### config.mk
export PLATFORM = sky130hd
export DESIGN_NAME = vend_dispense_ctrl
export DESIGN_NICKNAME = d
export VERILOG_FILES = /design/src/rtl/vend_dispense_ctrl.sv
export SDC_FILE = /design/constraint.sdc
export NUM_CORES = 1
export LEC_CHECK = 0
export CAP_MARGIN = 20
export CORE_ASPECT_RATIO = 0.75
export CORE_UTILIZATION = 50
export CTS_CLUSTER_SIZE = 40
export DETAILED_ROUTE_END_ITERATION = 16
export GPL_TIMING_DRIVEN = 0
export PLACE_DENSITY = 0.8
export SLEW_MARGIN = 20
export SYNTH_ARGS = -nofsm -noshare
export SYNTH_HDL_FRONTEND = slang
export SYNTH_SLANG_ARGS = --single-unit
export TNS_END_PERCENT = 20
### constraint.sdc
create_clock -name clk -period 7.8 [get_ports clk]
set_clock_uncertainty 0.2 [all_clocks]
set_input_delay 0.78 -clock clk [delete_from_list [all_inputs] [get_ports clk]]
set_output_delay 0.78 -clock clk [all_outputs]
set_load 0.05 [all_outputs]
### src/rtl/vend_dispense_ctrl.sv
// Vending dispense controller: 4-deep job FIFO feeding a motor/coin-ejector sequencer.
// Optional macro DISPENSE_STATS_EN builds a saturating dispensed-product counter on vend_cnt.
module vend_dispense_ctrl #(
    parameter int MOTOR_CYC = 8,
    parameter int EJECT_ON  = 2,
    parameter int EJECT_GAP = 2
) (
    input  logic       clk,
    input  logic       rst,
    input  logic       out,
    input  logic [1:0] change,
    input  logic       hopper_empty,
    output logic       prod_motor,
    output logic       coin_eject,
    output logic       busy,
    output logic       done,
    output logic       overflow,
    output logic       coin_short,
    output logic [7:0] vend_cnt,
    output logic [2:0] dbg_state_o
);

    typedef enum logic [2:0] {
        S_IDLE   = 3'd0,
        S_MOTOR  = 3'd1,
        S_EJ_ON  = 3'd2,
        S_EJ_GAP = 3'd3,
        S_DONE   = 3'd4
    } state_t;

    localparam logic [7:0] MOTOR_LAST = 8'(MOTOR_CYC - 1);
    localparam logic [7:0] ON_LAST    = 8'(EJECT_ON - 1);
    localparam logic [7:0] GAP_LAST   = 8'(EJECT_GAP - 1);

    // Job FIFO: entry = {vend, change}; handshake is push when a job is seen, pop when IDLE and non-empty.
    logic [2:0] fifo_q [4];
    logic [1:0] wr_ptr_q, rd_ptr_q;
    logic [2:0] count_q;
    logic       push_req, push_ok, pop, fifo_empty, fifo_full;
    logic [2:0] head;

    state_t     state_q, state_d;
    logic [7:0] cnt_q, cnt_d;
    logic [1:0] coins_q, coins_d;
    logic       short_set;
    logic       prod_motor_q, coin_eject_q, done_q, overflow_q, coin_short_q;

    assign push_req   = out | (|change);
    assign fifo_empty = (count_q == 3'd0);
    assign fifo_full  = (count_q == 3'd4);
    assign pop        = (state_q == S_IDLE) && !fifo_empty;
    assign push_ok    = push_req && (!fifo_full || pop);
    assign head       = fifo_q[rd_ptr_q];

    always_ff @(posedge clk) begin
        if (rst) begin
            wr_ptr_q   <= 2'd0;
            rd_ptr_q   <= 2'd0;
            count_q    <= 3'd0;
            overflow_q <= 1'b0;
        end else begin
            if (push_ok) begin
                fifo_q[wr_ptr_q] <= {out, change};
                wr_ptr_q         <= wr_ptr_q + 2'd1;
            end
            if (pop) rd_ptr_q <= rd_ptr_q + 2'd1;
            count_q <= count_q + 3'(push_ok) - 3'(pop);
            if (push_req && !push_ok) overflow_q <= 1'b1;
        end
    end

    always_comb begin
        state_d   = state_q;
        cnt_d     = cnt_q;
        coins_d   = coins_q;
        short_set = 1'b0;
        case (state_q)
            S_IDLE: begin
                if (!fifo_empty) begin
                    cnt_d   = 8'd0;
                    coins_d = head[1:0];
                    if (head[2]) begin
                        state_d = S_MOTOR;
                    end else if (hopper_empty) begin
                        state_d   = S_DONE;
                        coins_d   = 2'd0;
                        short_set = 1'b1;
                    end else begin
                        state_d = S_EJ_ON;
                    end
                end
            end
            S_MOTOR: begin
                if (cnt_q == MOTOR_LAST) begin
                    cnt_d = 8'd0;
                    if (coins_q == 2'd0) begin
                        state_d = S_DONE;
                    end else if (hopper_empty) begin
                        state_d   = S_DONE;
                        coins_d   = 2'd0;
                        short_set = 1'b1;
                    end else begin
                        state_d = S_EJ_ON;
                    end
                end else begin
                    cnt_d = cnt_q + 8'd1;
                end
            end
            S_EJ_ON: begin
                if (cnt_q == ON_LAST) begin
                    cnt_d   = 8'd0;
                    coins_d = coins_q - 2'd1;
                    state_d = S_EJ_GAP;
                end else begin
                    cnt_d = cnt_q + 8'd1;
                end
            end
            S_EJ_GAP: begin
                // Hopper is only consulted when a new pulse would start, never mid-pulse.
                if (cnt_q == GAP_LAST) begin
                    cnt_d = 8'd0;
                    if (coins_q == 2'd0) begin
                        state_d = S_DONE;
                    end else if (hopper_empty) begin
                        state_d   = S_DONE;
                        coins_d   = 2'd0;
                        short_set = 1'b1;
                    end else begin
                        state_d = S_EJ_ON;
                    end
                end else begin
                    cnt_d = cnt_q + 8'd1;
                end
            end
            S_DONE:  state_d = S_IDLE;
            default: state_d = S_IDLE;
        endcase
    end

    always_ff @(posedge clk) begin
        if (rst) begin
            state_q      <= S_IDLE;
            cnt_q        <= 8'd0;
            coins_q      <= 2'd0;
            prod_motor_q <= 1'b0;
            coin_eject_q <= 1'b0;
            done_q       <= 1'b0;
            coin_short_q <= 1'b0;
        end else begin
            state_q      <= state_d;
            cnt_q        <= cnt_d;
            coins_q      <= coins_d;
            prod_motor_q <= (state_d == S_MOTOR);
            coin_eject_q <= (state_d == S_EJ_ON);
            done_q       <= (state_d == S_DONE);
            coin_short_q <= coin_short_q | short_set;
        end
    end

`ifdef DISPENSE_STATS_EN
    logic [7:0] vend_cnt_q;
    logic       motor_done;

    assign motor_done = (state_q == S_MOTOR) && (cnt_q == MOTOR_LAST);

    always_ff @(posedge clk) begin
        if (rst) begin
            vend_cnt_q <= 8'd0;
        end else if (motor_done && (vend_cnt_q != 8'hFF)) begin
            vend_cnt_q <= vend_cnt_q + 8'd1;
        end
    end

    assign vend_cnt = vend_cnt_q;
`else
    assign vend_cnt = 8'd0;
`endif

    assign prod_motor  = prod_motor_q;
    assign coin_eject  = coin_eject_q;
    assign done        = done_q;
    assign overflow    = overflow_q;
    assign coin_short  = coin_short_q;
    assign busy        = (state_q != S_IDLE) || !fifo_empty;
    assign dbg_state_o = state_q;

endmodule

==> results of run 1 <==
-- stage by stage --
step           setup slack (ps)  hold WS (ps)  area [um^2]  utilization
6_report                   4800           294         2300        0.620
5_1_grt                    4690           341         2300        0.620
2_1_floorplan              4990           270         1990            -
3_5_place_dp               4480           286         2180        0.588
3_3_place_gp               4500           276         2180        0.588
4_1_cts                    4790           310         2300        0.620
-- kinds of logic after synthesis --
group           after synthesis
compound gates               39
xor+xnor                      5
fa+ha+maj                    10
buf+inv                      24
flops                        39
mux                           6
other cells                   1
simple gates                 69
-- synth_stat cells (all sizes together), types with 2 or more instances --
cell type and number:
xnor2 4, and2 4, ha 9, dfxtp 27, inv 11, nand2 11, mux4 3, edfxtp 12
nor2 21, a31oi 5, o21ai 7, nand2b 2, buf 10, a2bb2oi 2, a311oi 4, nand3 8
or3 5, and3b 3, or2 2, nor3 7, a21oi 11, a21o 3, mux2i 2, clkbuf 3
nor2b 4
-- worst min-delay path by stage --
stage                     startpoint    endpoint  slack (ps)  cells after the start
after detailed placement  coin_short  coin_short         290                      2
after floorplan             cnt_q[7]    cnt_q[7]         270                      1
after global placement      overflow    overflow         280                      2
final                     coin_short  coin_short         290                      2
after CTS                 coin_short  coin_short         310                      2
after global routing        overflow    overflow         340                      2
-- cell type report --
type,instances,area [um^2]
Sequential cell,39,901
Tap cell,52,65.1
Fill cell,329,1410
Buffer,13,87.6
Clock buffer,5,68.8
Timing Repair Buffer,13,130
Multi-Input combinational cell,137,957
Inverter,11,41.3
Clock inverter,3,47.5
-- worst reg2reg max path, stage by stage, from the launching register on --
cell	delay, ps
dfxtp_1	320
buf_2	170
or3_4	410
nand3_1	100
nand2_1	120
ha_1	300
inv_1	40
ha_1	180
fa_1	380
xnor2_1	180
xnor2_1	130
nor2_1	60
-- registers in the layout, summed over array words and instances, names as in the netlist, named ones only --
register     flops
coins_q          2
cnt_q            8
wr_ptr_q         2
done             1
dbg_state_o      3
count_q          3
fifo_q          12
coin_eject       1
overflow         1
coin_short       1
prod_motor       1
rd_ptr_q         2
-- layer usage --
metal	vias up	track usage	part of all wire
met5	-	0	0
met4	0	0.108	0.017
met3	5	0.0598	0.074
met2	47	0.265	0.43
met1	674	0.288	0.48
li1	727	-	-
-- where the power goes --
| group | internal [mW] | switching, mW | total [mW] |
|---|---|---|---|
| registers | 0.252 | 0.0333 | 0.285 |
| logic | 0.145 | 0.225 | 0.370 |
| clock network | 0.0969 | 0.0785 | 0.175 |
| total | 0.494 | 0.336 | 0.830 |
==> run summary, run 1 <==
status: finished, final reports clean
Vias: 1453
n_diodes: 0
Sum Neg Setup Slack: 0 ps
XOR/XNOR share of the synthesized area: 0.0223
period utilization: 0.385
Synth area leaders: dfxtp_1 (28%), edfxtp_1 (18%), ha_1 (5.7%), nor2_1 (3.4%), buf_4 (3.1%)
FP Rows: 19
Setup crit end kind: flop
Pwr Density: 361 mW/mm^2
final non-filler cell total: 273
Post-Synth Adder-Cell Area: 0.0676
Max Transition Viols Final: 0
Synth Cell Area: 0.00196 mm^2
Vias/cell: 5.32
starting density of the core: 0.529
vias in the first global route: 1295
Worst EP arrival: 2980 ps
combinational family with the most area after synthesis: simple AND/OR/NAND/NOR gates
Sink Count: 39
Buf/Inv on CP: 2
YS warnings: 0
Leak Pwr: 0.888 nW
CTS H-tree lvls: 2
TritonRoute pass-1 iters: 4
gr ovfl total: 0
post-synth top area share: 0.276
crit path to: count_q[2]
drc violations: 0
total power: 830 uW
flop2flop setup slack: 5100 ps
layout cell share with drive strength beyond 1: 0.149
ys async rst share: 0
Post-Synth Simple-Gate Area: 0.191
worst-margin pin slew: 504 ps
worst path cell trace: clkdlybuf4s50_1, or3_1, nand2_1, ha_1, inv_1, ha_1, fa_1, xnor2_1, xnor2_1, nor2_1
CTS-repair resized insts: 0
buffers inserted by post-CTS timing repair: 0
GPL Wtd Cong: 0.833
largest net degree at the start of global routing: 15
Worst path max stage delay: 480 ps
Buffers on Ports: 13
Critical Path Fanout Max: 5
DR WL/cell: 13.4 um
placed instance count: 265
Nets: 236
fmax: 0.333 GHz
complex-gate fraction of the synthesized area: 0.137
clock latency on the worst-skew pair: 300 ps
Relative slew margins: 0.663
Iteration-0 DRC Markers: 161
CTS clock-pin slew for the worst setup and hold paths: 80 ps
Seq/Total Area, Yosys: 0.459
Fin. Hold Viols: 0
Startpoint Class: input pin
commonest non-fill, non-tap cell in the layout: dfxtp_1
Routed Antenna Nets: 0
Avg Cell Area, Syn: 10.2 um^2
DPL Wire Length: 2.75 mm
# setup viols final: 0
Setup CP Type: input pin to flop
Synth Instances: 193
GRT Total Usage: 0.200
r2r startpoint: dbg_state_o[0]
Seq cells post-synth: 39
CTS tree: built
Die Height: 56.2 um
full die area: 0.00418 mm^2
ys flop type: dfxtp_1
initial antenna violation count: 0
Clock Tree Root: clkbuf_8
Post-synth EDFFs: 12
Area growth syn-to-layout: 17.2%
worst hold path class: flop to flop
Total Wirelength: 3.65 mm
Max-Cap Viols: 0
core footprint: 0.00371 mm^2
cts bufs inserted: 5
first-pass GRT wire length: 6.07 mm
Yosys top cell by area: dfxtp_1
CP max-delay cell: clkdlybuf4s50_1
clock buffer depth: 2
Req. time, crit path: 7780 ps
Max IR drop VDD: 0.000184 V
cts hold-fix bufs: 0
die width: 74.3 um
FF-to-FF path depth: 11
RSZ-0062 raised after global routing: no
CP Depth: 10
R2R Path End: count_q[2]
Period minus WS final: 3000 ps
count of cell types in the netlist: 48
I/O Pins: 23
delay-heaviest family, CP: adder cells
fraction of synthesized area in multiplexers: 0.0542
CP startpoint: change[1]
commonest non-fill, non-tap cells in the layout: dfxtp_1 (27), nor2_1 (18), clkdlybuf4s50_1 (13)
No activity file was read; power rests on OpenSTA's default activity.
==> run 2, diff against run 1 <==
Clock period 7.8 ns to 2.81 ns, I/O delays scaled along.
==> run 2 against run 1 <==
  * Sequential power increased to 2.8 times the previous value
  * Routed wire length increased by 4.2%
  * Cell count unchanged
  * Clock power increased to 3.1 times the previous value
  * Design area increased by 1.3%
  * Combinational power increased to 2.9 times the previous value
  * Utilization increased by 0.81 points
  * Global-route usage increased by 0.84 points
  * Die area unchanged
  * Sequential share of layout area decreased by 0.45 points
  * Critical path depth increased by 1
  * Non-clock buffer count unchanged
==> run summary, run 2 (synthesized netlist as in run 1, its figures left out) <==
status: finished, final reports clean
Worst path max stage delay: 420 ps
largest net degree at the start of global routing: 13
worst hold path class: input pin to flop
Req. time, crit path: 2790 ps
delay-heaviest family, CP: adder cells
die width: 74.3 um
DPL Wire Length: 2.82 mm
Period minus WS final: 2680 ps
Regs by FF count: fifo_q (12), cnt_q (8)
cts hold-fix bufs: 0
CTS H-tree lvls: 2
vias in the first global route: 1326
first-pass GRT wire length: 6.22 mm
Iteration-0 DRC Markers: 108
Fin. Hold Viols: 0
commonest non-fill, non-tap cells in the layout: dfxtp_1 (26), nor2_1 (18), clkdlybuf4s50_1 (13)
Startpoint Class: flop
clock buffer depth: 2
I/O Pins: 23
Die Height: 56.2 um
Sink Count: 39
Buffers on Ports: 13
drc violations: 0
initial antenna violation count: 0
dpl cell area: 0.00218 mm^2
clock latency on the worst-skew pair: 300 ps
Setup CP Type: flop to flop
TritonRoute pass-1 iters: 4
n_diodes: 0
fmax: 0.373 GHz
Max IR drop VDD: 0.000431 V
FF-to-FF path depth: 11
gr ovfl total: 0
CP Depth: 11
Clock Tree Root: clkbuf_8
Nets: 236
Vias/cell: 5.32
FP Rows: 19
GPL Wtd Cong: 0.863
full die area: 0.00418 mm^2
Buf/Inv on CP: 2
most used cell, CP: ha_1
Worst EP arrival: 2660 ps
GRT Total Usage: 0.208
Hold Crit Depth: 2
Max-Cap Viols: 0
cts bufs inserted: 5
Routed Antenna Nets: 0
period utilization: 0.954
Max Transition Viols Final: 0
layout cell share with drive strength beyond 1: 0.163
CTS tree: built
Leak Pwr: 0.901 nW
CTS clock-pin slew for the worst setup and hold paths: 70 ps
core footprint: 0.00371 mm^2
worst path cell trace: buf_2, or3_4, nand3_1, nand2_2, ha_1, inv_1, ha_1, fa_2, xnor2_2, xnor2_1, nor2_1
Largest Register: fifo_q
DR WL/cell: 13.9 um
starting density of the core: 0.529
RSZ-0062 raised after global routing: no
cell area after layout: 0.00233 mm^2
Vias: 1453
Setup crit end kind: flop
Pwr Density: 1030 mW/mm^2
# setup viols final: 0
commonest non-fill, non-tap cell in the layout: dfxtp_1
final hold slack: 178 ps
CP max-delay cell: or3_4
Area growth syn-to-layout: 18.8%
Relative slew margins: 0.668
Total Wirelength: 3.81 mm
Largest register FFs: 12
Critical Path Fanout Max: 8
worst-margin pin slew: 496 ps
## run 2: worst paths after layout
path / startpoint / slack, ps / endpoint
worst max-delay path: dbg_state_o[0] / 130 / count_q[2]
worst min-delay path: rst / 180 / count_q[1]
worst max register to register: dbg_state_o[0] / 130 / count_q[2]
worst min register to register: overflow / 290 / overflow
## run 2: routing by layer
| metal | part of all wire | vias up | GRT usage |
|---|---|---|---|
| met5 | 0 | - | 0 |
| met4 | 0.022 | 0 | 0.105 |
| met3 | 0.068 | 9 | 0.0707 |
| met2 | 0.45 | 51 | 0.291 |
| met1 | 0.46 | 659 | 0.285 |
| li1 | - | 734 | - |
## run 2: stage by stage
step	instances	setup TNS, ps	power, mW	utilization	setup slack, ps
floorplan	200	0	1.58	-	93.8
global placement	265	-32.0	1.81	0.589	-32.0
detailed placement	265	-42.8	1.84	0.589	-42.8
CTS	273	0	2.39	0.624	60.3
global route	273	0	2.55	0.628	11.7
finish	273	0	2.40	0.628	130
## run 2: report_power, final
group | switching [mW] | internal (mW)
logic | 0.644 | 0.413
clock network | 0.191 | 0.355
registers | 0.0946 | 0.700
total | 0.929 | 1.47
## run 2: cell type report
class                           count  area, um^2
Timing Repair Buffer               13         130
Inverter                           11        41.3
Clock buffer                        6        72.6
Multi-Input combinational cell    137         970
Tap cell                           52        65.1
Sequential cell                    39         902
Buffer                             13        87.6
Fill cell                         323        1380
Clock inverter                      2        60.1
## run 2: what timing repair did
action | 4_1_cts | 5_1_grt
hold endpoints to repair | 0 | 0
buffers inserted | 0 | 0
resized for setup | 0 | 3
endpoints found under the setup margin | 0 | 1
